### src/rtl/conv_window_gen.sv
// Streaming 3x3 sliding-window generator: buffers two image rows, tracks a
// 3x3 shift register of pixel columns, and emits every valid (unpadded,
// stride-1) window as a packed word with a valid/ready handshake.
module conv_window_gen #(
  parameter int DATA_W = 8,
  parameter int IMG_W  = 8,
  parameter int IMG_H  = 8
) (
  input  logic                  clk,
  input  logic                  rst,
  input  logic                  start,
  input  logic [DATA_W-1:0]     pix_in,
  input  logic                  pix_valid,
  output logic                  pix_ready,
  output logic [9*DATA_W-1:0]   ifmap_window,
  output logic                  win_valid,
  input  logic                  win_ready,
  output logic                  busy,
  output logic                  frame_done
);

  localparam int CW = $clog2(IMG_W);
  localparam int RW = $clog2(IMG_H);
  localparam logic [CW-1:0] COL_LAST = CW'(IMG_W - 1);
  localparam logic [RW-1:0] ROW_LAST = RW'(IMG_H - 1);

  typedef enum logic [1:0] {IDLE, RUN, DRAIN, DONE} state_t;

  state_t              state_reg, state_next;
  logic [CW-1:0]       col_reg;
  logic [RW-1:0]       row_reg;
  logic                win_valid_reg;
  logic [9*DATA_W-1:0] ifmap_window_reg;

  // Line buffers: lb0 holds row r-1, lb1 holds row r-2, indexed by column.
  logic [DATA_W-1:0]   lb0 [IMG_W];
  logic [DATA_W-1:0]   lb1 [IMG_W];
  logic [DATA_W-1:0]   lb0_rd, lb1_rd;

  // Window shift register indexed [column][row]; column 0 is the leftmost.
  logic [DATA_W-1:0]   win_reg  [3][3];
  logic [DATA_W-1:0]   win_next [3][3];
  logic [9*DATA_W-1:0] win_flat_next;

  logic accept, transfer, emit, last_col, last_row;

  assign accept   = pix_valid && pix_ready;
  assign transfer = win_valid_reg && win_ready;
  assign last_col = (col_reg == COL_LAST);
  assign last_row = (row_reg == ROW_LAST);
  assign emit     = accept && (row_reg >= RW'(2)) && (col_reg >= CW'(2));
  assign lb0_rd   = lb0[col_reg];
  assign lb1_rd   = lb1[col_reg];

  // State register.
  always_ff @(posedge clk) begin
    if (rst) state_reg <= IDLE;
    else     state_reg <= state_next;
  end

  // Next-state logic: the last pixel ends RUN, DRAIN waits for the final window to leave.
  always_comb begin
    state_next = state_reg;
    case (state_reg)
      IDLE:    if (start) state_next = RUN;
      RUN:     if (accept && last_col && last_row) state_next = DRAIN;
      DRAIN:   if (!win_valid_reg || win_ready) state_next = DONE;
      DONE:    state_next = IDLE;
      default: state_next = IDLE;
    endcase
  end

  // Outputs decoded from state; input is throttled while a window is held.
  always_comb begin
    pix_ready  = (state_reg == RUN) && (!win_valid_reg || win_ready);
    busy       = (state_reg != IDLE);
    frame_done = (state_reg == DONE);
  end

  // Raster position of the next pixel to be accepted.
  always_ff @(posedge clk) begin
    if (rst) begin
      col_reg <= '0;
      row_reg <= '0;
    end else if (state_reg == IDLE && start) begin
      col_reg <= '0;
      row_reg <= '0;
    end else if (accept) begin
      if (last_col) begin
        col_reg <= '0;
        row_reg <= last_row ? '0 : row_reg + RW'(1);
      end else begin
        col_reg <= col_reg + CW'(1);
      end
    end
  end

  // Line buffers shift one row down per accepted pixel; contents need no reset.
  always_ff @(posedge clk) begin
    if (accept) begin
      lb1[col_reg] <= lb0_rd;
      lb0[col_reg] <= pix_in;
    end
  end

  // Window shift: columns move left, new right column is {row r-2, row r-1, row r}.
  always_comb begin
    win_next = win_reg;
    if (accept) begin
      win_next[0] = win_reg[1];
      win_next[1] = win_reg[2];
      win_next[2][0] = lb1_rd;
      win_next[2][1] = lb0_rd;
      win_next[2][2] = pix_in;
    end
  end

  // Pack element (row, col) at slot 3*row+col so the newest pixel lands in the top byte.
  genvar gi;
  generate
    for (gi = 0; gi < 9; gi++) begin : g_pack
      assign win_flat_next[DATA_W*gi +: DATA_W] = win_next[gi % 3][gi / 3];
    end
  endgenerate

  // Shift register state; history across row wrap is harmless since col>=2 gates emission.
  always_ff @(posedge clk) begin
    win_reg <= win_next;
  end

  // Output window register: load on a window-producing accept, clear valid on a bare transfer.
  always_ff @(posedge clk) begin
    if (rst) begin
      ifmap_window_reg <= '0;
      win_valid_reg    <= 1'b0;
    end else if (emit) begin
      ifmap_window_reg <= win_flat_next;
      win_valid_reg    <= 1'b1;
    end else if (transfer) begin
      win_valid_reg    <= 1'b0;
    end
  end

  assign ifmap_window = ifmap_window_reg;
  assign win_valid    = win_valid_reg;

endmodule

### config.mk
export PLATFORM = sky130hd
export DESIGN_NAME = conv_window_gen
export DESIGN_NICKNAME = d
export VERILOG_FILES = /design/src/rtl/conv_window_gen.sv
export SDC_FILE = /design/constraint.sdc
export NUM_CORES = 1
export LEC_CHECK = 0
export BUFFER_PORTS_ARGS = -buffer_cell sky130_fd_sc_hd__buf_2
export CORE_MARGIN = 1.5
export CORE_UTILIZATION = 37
export DETAILED_ROUTE_END_ITERATION = 16
export PLACE_DENSITY_LB_ADDON = 0.25
export SYNTH_ARGS = -nofsm -noshare
export SYNTH_HDL_FRONTEND = slang
export SYNTH_SLANG_ARGS = --single-unit
### constraint.sdc
create_clock -name clk -period 8 [get_ports clk]
set_input_delay 2.4 -clock clk [delete_from_list [all_inputs] [get_ports clk]]
set_output_delay 2.4 -clock clk [all_outputs]
set_load 0.1 [all_outputs]
==> results_dict.tcl, run 1 <==
set metrics [dict create \
    status "finished, final reports clean" \
    antennaDiodeCount 0 \
    largest_reg_flops 72 \
    finalNonFillerCells 1199 \
    drt_iter0_drc 475 \
    preCtsSetupSlack_ns 2.299 \
    nets 867 \
    clock_sinks 260 \
    netlist_area_um2 9736 \
    grt_use_total_pct 15.41 \
    via_per_inst 5.067 \
    critical_path_buf_inv_count 3 \
    wire_per_inst_um 17.25 \
    start_util_pct 37.57 \
    syn_nets 803 \
    fp.dieW_um 165.2 \
    place_congestion 0.7120 \
    yosys_warnings 0 \
    synth_cell_types 37 \
    port_buffers 88 \
    crit_path_start "win_ready" \
    synthTopCellsByArea "edfxtp_1 (39%), dfxtp_1 (27%), mux4_2 (6.9%), nor3_1 (6.3%), nand2_1 (5.2%)" \
    cts_hold_buf 0 \
    crit_type "input pin to output pin" \
    ir_drop_uv 169.6 \
    synth_top_area_share_pct 39.48 \
    grt_max_degree 105 \
    core_area_um2 25910 \
    crit_family "buffers and inverters" \
    hpwl_um 12000 \
    power.density_nw_per_um2 297.6 \
    finalClockSkew_ns 0.01227 \
    htreeDepth 1 \
    crit_slowest_cell "buf_2" \
    post_cts_buffers 0 \
    hp-start "win_reg[46]" \
    p_leak_nw 4.062 \
    max-clock-path-buffers 3 \
    p_seq_share_pct 49.1 \
    synthArstFlopShare_pct 0 \
    synthCells 780 \
    mostFrequentLayoutCells "nand2_1 (135), dfxtp_1 (130), edfxtp_1 (128)" \
    drive_above_1_share_pct 22.69 \
    swShare_pct 28.60 \
    crit_path_frequent_cell "buf_2" \
    yosys.area.top_type "edfxtp_1" \
    path_max_fanout 4 \
    grt_overflow 0 \
    pin_count 89 \
    numCtsBuffers 27 \
    cp.required_ns 5.60 \
    worstSetupEndpointType "output pin" \
    antenna_found_initial 0 \
    drv_cap 0 \
    yosysSeqAreaShare_pct 66.62 \
    slew_viol_final 0 \
    finalWirelength_um 20680 \
    die_h_um 165.2 \
    worst_pin_slew_ns 1.093 \
    fin_util_pct 43.69 \
    synth.avg_cell_area_um2 12.48 \
    vias 6075 \
    crit_chain "buf_2, nand2b_1, inv_1, nor2_1, buf_2" \
    hold_class "flop to flop" \
    synth_edf_count 128 \
    fin_tns_setup_ns 0 \
    dieArea_um2 27290 \
    p_comb_share_pct 15.6 \
    cts_tree "yes" \
    synth_ff_type "dfxtp_1" \
    p_sw_mw 0.9632 \
    rsz0062_at_grt "false" \
    slew_headroom_pct 27.14 \
    clock_latency_ns 0.53 \
    grt_pass1_vias 5819 \
    drc 0 \
    cts_root_buf "clkbuf_16" \
    rows 59 \
    intPower_mw 2.405 \
    finalWorstSetupSlack_ns 2.289 \
    post_cts_resized 0 \
    p_clk_share_pct 35.3 \
    post-place-cells 1150 \
    period_needed_ns 5.711 \
    clkTransAtPathRegs_ns 0.06 \
    grt_pass1_wl_um 32560 \
    drt_pre_antenna_iters 4 \
    cp.arrival_ns 3.31 \
    period_share_pct 71.39 \
    synth_seq_cells 260 \
    r2r-start "col_reg[0]" \
    setup-violations-final 0 \
    fmax_mhz 175.1 \
    detail-route-antenna-nets 0 \
    max_stage_delay_ns 0.43 \
    final_common_cell "nand2_1" \
    crit_path_start_kind "input pin" \
    syn_to_final_growth_pct 16.27 \
    finalHoldViolations 0 \
]
-- logic make-up (layout without fill, tap and decap cells) --
| group | Yosys count | in the layout | synth area share (%) |
|---|---|---|---|
| multiplexers | 49 | 49 | 9.446 |
| AO/OA/AOI/OAI | 104 | 104 | 5.835 |
| adder cells (fa/ha/maj) | 10 | 10 | 1.285 |
| flip-flops | 260 | 260 | 66.62 |
| AND/OR/NAND/NOR | 282 | 282 | 13.29 |
| buffers and inverters | 75 | 159 | 3.521 |
-- final timing paths --
check | end | slack (ns) | cells past startpoint
setup reg to reg | ifmap_window[23] | 4.93 | 7
setup / recovery | pix_ready | 2.29 | 5
hold reg to reg | win_reg[46] | 0.44 | 2
hold / removal | win_reg[46] | 0.44 | 2
-- Yosys cell counts, types with 3 or more instances --
cell type,number
a211oi_1,9
a21oi_1,77
buf_1,6
buf_2,15
buf_4,3
clkbuf_1,38
dfxtp_1,132
edfxtp_1,128
ha_1,10
inv_1,10
mux2_2,5
mux2_4,3
mux2i_1,9
mux4_2,30
nand2_1,135
nand3_1,3
nor2_1,4
nor3_1,123
nor3_2,8
o21ai_0,11
-- per-stage QoR --
step | hold WS (ns) | total power [mW] | cell area (um^2)
after floorplan | 0.4232 | 2.075 | 9736
after global placement | 0.4312 | 2.206 | 10480
after detailed placement | 0.4334 | 2.213 | 10480
after CTS | 0.4434 | 3.400 | 11320
after global routing | 0.4557 | 3.529 | 11320
final | 0.4420 | 3.368 | 11320
-- layout make-up --
| cell class | count | area [um^2] |
|---|---|---|
| Clock buffer | 38 | 747.0 |
| Tap cell | 335 | 419.2 |
| Timing Repair Buffer | 100 | 530.5 |
| Multi-Input combinational cell | 445 | 3003 |
| Sequential cell | 260 | 6489 |
| Inverter | 10 | 37.54 |
| Fill cell | 2408 | 14590 |
| Clock inverter | 11 | 93.84 |
-- power groups by stage --
| stage | registers (mW) | clock network [mW] | logic, mW |
|---|---|---|---|
| after global routing | 1.67 | 1.27 | 0.588 |
| after floorplan | 1.65 | 0 | 0.426 |
| after detailed placement | 1.68 | 0 | 0.530 |
| final | 1.66 | 1.19 | 0.524 |
| after CTS | 1.66 | 1.21 | 0.532 |
| after global placement | 1.68 | 0 | 0.525 |
-- routing by layer --
| layer | vias to the layer above | GRT usage (%) | share of wire [%] |
|---|---|---|---|
| met5 | - | 0 | 0 |
| met1 | 2966 | 21.30 | 47 |
| met3 | 26 | 2.423 | 4.1 |
| met4 | 0 | 3.890 | 1.7 |
| met2 | 123 | 25.31 | 47 |
| li1 | 2960 | - | - |
-- tightest hold or removal path, stage by stage, from the launching register on --
cell and delay, ns:
dfxtp_1 0.31, nand2_1 0.05, nand2_1 0.04
Power figures use the tool's default switching activity.
==> run 2, diff against run 1 <==
--- a/config.mk
+++ b/config.mk
@@ -5,6 +5,7 @@
 export SDC_FILE = /design/constraint.sdc
 export NUM_CORES = 1
 export LEC_CHECK = 0
+export ABC_AREA = 1
 export BUFFER_PORTS_ARGS = -buffer_cell sky130_fd_sc_hd__buf_2
 export CORE_MARGIN = 1.5
 export CORE_UTILIZATION = 37
==> constraint.sdc (replaced) <==
create_clock -name clk -period 5.5 [get_ports clk]
set_input_delay 1.65 -clock clk [delete_from_list [all_inputs] [get_ports clk]]
set_output_delay 1.65 -clock clk [all_outputs]
set_load 0.1 [all_outputs]
==> results_dict.tcl, run 2 <==
set metrics [dict create \
    grt_pass1_wl_um 40070 \
    synthTopCellsByCount "nand2_1 (371), nor2_1 (159), dfxtp_1 (156)" \
    antenna_found_initial 0 \
    slew_headroom_pct 20.92 \
    synth_edf_count 128 \
    netlist_area_um2 11040 \
    wire_per_inst_um 14.47 \
    clock_sinks 284 \
    period_needed_ns 4.063 \
    slew_viol_final 0 \
    yosysSeqAreaShare_pct 63.10 \
    p_leak_nw 5.965 \
    preCtsSetupSlack_ns 1.437 \
    drt_iter0_drc 552 \
    worst_pin_slew_ns 1.185 \
    cts_tree "yes" \
    crit_path_start_kind "input pin" \
    max-clock-path-buffers 3 \
    grtUsageMet1_pct 22.19 \
    dieArea_um2 30880 \
    rr_worst_depth 7 \
    path_max_fanout 3 \
    crit_type "input pin to output pin" \
    fmax_mhz 246.1 \
    finalWorstSetupSlack_ns 1.437 \
    total_power_mw 5.698 \
    finalClockSkew_ns 0.02136 \
    intPower_mw 4.016 \
    setup-violations-final 0 \
    multi_input_area_um2 3148 \
    seq_area_um2 6969 \
    drv_cap 0 \
    worstSetupEndpointType "output pin" \
    drive_above_1_share_pct 12.22 \
    finalWirelength_um 25060 \
    synthArstFlopShare_pct 0 \
    start_util_pct 37.45 \
    syn_to_final_growth_pct 15.56 \
    r2r-end "lb1[2][4]" \
    cts_hold_buf 0 \
    period_share_pct 73.87 \
    swShare_pct 29.52 \
    htreeDepth 1 \
    via_per_inst 4.601 \
    die_h_um 175.7 \
    synth_seq_cells 284 \
    finalNonFillerCells 1732 \
    synth.avg_cell_area_um2 8.875 \
    status "finished, final reports clean" \
    port_buffers 88 \
    ir_drop_uv 217.8 \
    drc 0 \
    hpwl_um 14710 \
    drt_pre_antenna_iters 5 \
    p_sw_mw 1.682 \
    antennaDiodeCount 0 \
    clock_latency_ns 0.55 \
    post_cts_resized 0 \
    syn_nets 1267 \
    detail-route-antenna-nets 0 \
    synth_top_area_share_pct 34.81 \
    r2r_slack_ns 2.80 \
    p_comb_share_pct 18.0 \
    numCtsBuffers 29 \
    post_cts_buffers 0 \
    rsz0062_at_grt "false" \
    synth_cell_types 20 \
    grt-busiest-layer "met2" \
    nets 1343 \
    place_congestion 0.7625 \
    synthTopCellsByArea "edfxtp_1 (35%), dfxtp_1 (28%), nand2_1 (13%), nor2_1 (5.4%), inv_1 (5.2%)" \
    clkTransAtPathRegs_ns 0.06 \
    yosys_warnings 0 \
    p_seq_share_pct 47.1 \
    hold_class "flop to flop" \
    met3_usage_pct 2.619 \
    grt_overflow 0 \
    cp.arrival_ns 2.41 \
    grt_util_met2_pct 27.50 \
    crit_path_start "win_ready" \
    grt_pass1_vias 7588 \
    pin_count 89 \
    synthCells 1244 \
    core_area_um2 29480 \
    yosys.area.top_type "edfxtp_1" \
    fp.dieW_um 175.7 \
    post-place-cells 1679 \
    vias 7969 \
    rows 63 \
    synth.most_common_cell "nand2_1" \
    grt_use_total_pct 16.36 \
    final_common_cell "nand2_1" \
    grt_max_degree 81 \
    hold_slack_ns 0.4508 \
    synth_ff_type "dfxtp_1" \
    fin_tns_setup_ns 0 \
    fillCellCount 2908 \
    power.density_nw_per_um2 446.6 \
    mostFrequentLayoutCells "nand2_1 (371), nor2_1 (159), dfxtp_1 (154)" \
    p_clk_share_pct 34.9 \
    finalHoldViolations 0 \
    crit_path_end "pix_ready" \
    cp.required_ns 3.85 \
    cts_root_buf "clkbuf_16" \
    worstHoldPathCells 2 \
]
==> run 2: cell types whose count changed after synthesis, moves of 68 or more <==
cell     change
a21oi_1     -68
nor3_1     -123
inv_1      +143
nand2_1    +236
nand3_1    +103
nor2_1     +155
==> run 2: worst max-delay path, stage by stage <==
cell and delay [ns]:
buf_2 0.08, inv_1 0.04, nand2_2 0.07, inv_2 0.06, nor2_4 0.09, buf_2 0.43
==> run 2: how the worst min path moves through the flow <==
stage                      from          end  slack [ns]
finish              win_reg[50]  win_reg[50]        0.45
global route        win_reg[55]  win_reg[55]        0.48
CTS                 win_reg[60]  win_reg[60]        0.46
detailed placement  win_reg[60]  win_reg[60]        0.44
global placement    win_reg[54]  win_reg[54]        0.44
floorplan           win_reg[48]  win_reg[48]        0.42
==> run 2: metal layers <==
metal,vias up,wire [um]
met2,165,11690
met4,0,344
met5,-,0
met1,3727,11810
li1,4051,-
met3,26,1213
==> run 2: power by group through the flow <==
stage | Sequential, mW | Clock, mW | Combinational, mW
after floorplan | 2.69 | 0 | 0.793
after global placement | 2.73 | 0 | 1.01
after detailed placement | 2.73 | 0 | 1.03
after CTS | 2.68 | 2.03 | 1.04
after global routing | 2.71 | 2.11 | 1.16
final | 2.68 | 1.99 | 1.02
==> run 2: cell type report <==
class,instances,area share (%)
repair buffers,107,4.570
clock inverters,13,0.9218
multi-input cells,740,24.67
flip-flops and latches,284,54.62
well taps,390,3.825
inverters,158,4.648
clock buffers,40,6.737
==> run 2: metrics by stage <==
step | utilization [%] | area, um^2
after floorplan | - | 11040
after global placement | 39.96 | 11780
after detailed placement | 39.96 | 11780
after CTS | 43.28 | 12760
after global routing | 43.28 | 12760
final | 43.28 | 12760
==> run 2: kinds of logic (layout without fill, tap and decap cells) <==
group | Yosys count | count (layout) | synth area share [%]
simple gates | 649 | 649 | 23.65
buf+inv | 220 | 318 | 8.386
fa+ha+maj | 10 | 10 | 1.133
compound gates | 81 | 81 | 3.728
flops | 284 | 284 | 63.10
==> run 3, diff against run 2 <==
--- a/config.mk
+++ b/config.mk
@@ -5,7 +5,7 @@
 export SDC_FILE = /design/constraint.sdc
 export NUM_CORES = 1
 export LEC_CHECK = 0
-export ABC_AREA = 1
+export ABC_AREA = 0
 export BUFFER_PORTS_ARGS = -buffer_cell sky130_fd_sc_hd__buf_2
 export CORE_MARGIN = 1.5
 export CORE_UTILIZATION = 37
==> constraint.sdc (replaced) <==
create_clock -name clk -period 3.7 [get_ports clk]
set_input_delay 1.11 -clock clk [delete_from_list [all_inputs] [get_ports clk]]
set_output_delay 1.11 -clock clk [all_outputs]
set_load 0.1 [all_outputs]
==> results_dict.tcl, run 3 (synthesis gave the netlist of run 1 again) <==
set metrics [dict create \
    drc 0 \
    hold_slack_ns 0.4430 \
    met3_usage_pct 2.498 \
    fillCellCount 2402 \
    largest_reg_flops 72 \
    grt_max_degree 120 \
    crit_path_frequent_cell "buf_2" \
    period_needed_ns 3.115 \
    grt_pass1_wl_um 33170 \
    setup-violations-final 0 \
    multi_input_area_um2 2987 \
    crit_path_start_kind "input pin" \
    crit_family "buffers and inverters" \
    nets 875 \
    detail-route-antenna-nets 0 \
    rows 59 \
    rsz0062_at_grt "false" \
    preCtsSetupSlack_ns 0.5808 \
    clock_sinks 260 \
    numCtsBuffers 27 \
    p_leak_nw 4.129 \
    grt_use_total_pct 15.73 \
    pin_count 89 \
    drive_above_1_share_pct 23.37 \
    slew_headroom_pct 42.56 \
    path_max_fanout 4 \
    dieArea_um2 27290 \
    ir_drop_uv 360.1 \
    finalWirelength_um 21350 \
    port_buffers 88 \
    seq_area_um2 6487 \
    fin_util_pct 44.06 \
    clkTransAtPathRegs_ns 0.06 \
    cp.arrival_ns 2.01 \
    fp.dieW_um 165.2 \
    antennaDiodeCount 0 \
    start_util_pct 37.57 \
    crit_type "input pin to output pin" \
    final_common_cell "nand2_1" \
    die_h_um 165.2 \
    drv_cap 0 \
    grtUsageMet1_pct 21.11 \
    cts_tree "yes" \
    grt_util_met2_pct 26.15 \
    post_cts_buffers 0 \
    total_power_mw 7.309 \
    vias 6111 \
    power.density_nw_per_um2 640.2 \
    core_area_um2 25910 \
    worst_pin_slew_ns 0.8616 \
    clock_latency_ns 0.54 \
    grt-busiest-layer "met2" \
    htreeDepth 1 \
    drt_pre_antenna_iters 4 \
    finalHoldViolations 0 \
    period_share_pct 84.20 \
    max-clock-path-buffers 3 \
    place_congestion 0.6955 \
    grt_pass1_vias 5945 \
    mostFrequentLayoutCells "nand2_1 (135), dfxtp_1 (131), edfxtp_1 (128)" \
    hpwl_um 12150 \
    max_stage_delay_ns 0.43 \
    fmax_mhz 321.0 \
    via_per_inst 5.059 \
    critical_path_buf_inv_count 3 \
    worstSetupEndpointType "output pin" \
    hold_class "flop to flop" \
    drt_iter0_drc 468 \
    cp.required_ns 2.59 \
    cts_hold_buf 0 \
    cts_root_buf "clkbuf_16" \
    finalWorstSetupSlack_ns 0.5848 \
    finalClockSkew_ns 0.01080 \
    antenna_found_initial 0 \
    status "finished, final reports clean" \
    syn_to_final_growth_pct 17.26 \
    post_cts_resized 0 \
    wire_per_inst_um 17.67 \
    crit_chain "buf_2, nand2b_1, inv_1, nor2_1, buf_2" \
    crit_slowest_cell "buf_2" \
    slew_viol_final 0 \
    grt_overflow 0 \
]
==> run 3: power by group <==
part           internal (mW)  leakage (nW)  switching [mW]
clock network           1.49         0.416            1.07
registers               3.38          2.23           0.233
logic                  0.364          1.48           0.774
==> run 3: cell type report <==
| class | instances | share of cell area [%] |
|---|---|---|
| Clock buffer | 46 | 7.080 |
| Clock inverter | 4 | 0.3178 |
| Tap cell | 335 | 3.672 |
| Multi-Input combinational cell | 445 | 26.16 |
| Sequential cell | 260 | 56.83 |
| Timing Repair Buffer | 108 | 5.612 |
| Inverter | 10 | 0.3288 |
==> run 3: final timing paths <==
path / from / to / slack (ns) / depth (start not counted)
setup / recovery: win_ready / pix_ready / 0.58 / 5
hold / removal: win_reg[42] / win_reg[42] / 0.44 / 2
setup reg to reg: col_reg[0] / ifmap_window[69] / 1.27 / 7
hold reg to reg: win_reg[42] / win_reg[42] / 0.44 / 2
==> run 3: metrics by stage <==
stage | std cells | setup TNS (ns) | area, um^2
floorplan | 780 | -5.206 | 9742
global placement | 1158 | 0 | 10570
finish | 1208 | 0 | 11420
global route | 1208 | 0 | 11420
CTS | 1208 | 0 | 11420
detailed placement | 1158 | 0 | 10570
==> run 3: routing by layer <==
| layer | up-vias | share of wire, % |
|---|---|---|
| met4 | 0 | 2.5 |
| met1 | 2951 | 46 |
| met3 | 32 | 4.4 |
| li1 | 2977 | - |
| met2 | 151 | 47 |
| met5 | - | 0 |
==> run 3: worst min-delay path: stages (launching register included) <==
cell and delay (ns):
dfxtp_1 0.31, nand2_1 0.05, nand2_1 0.04
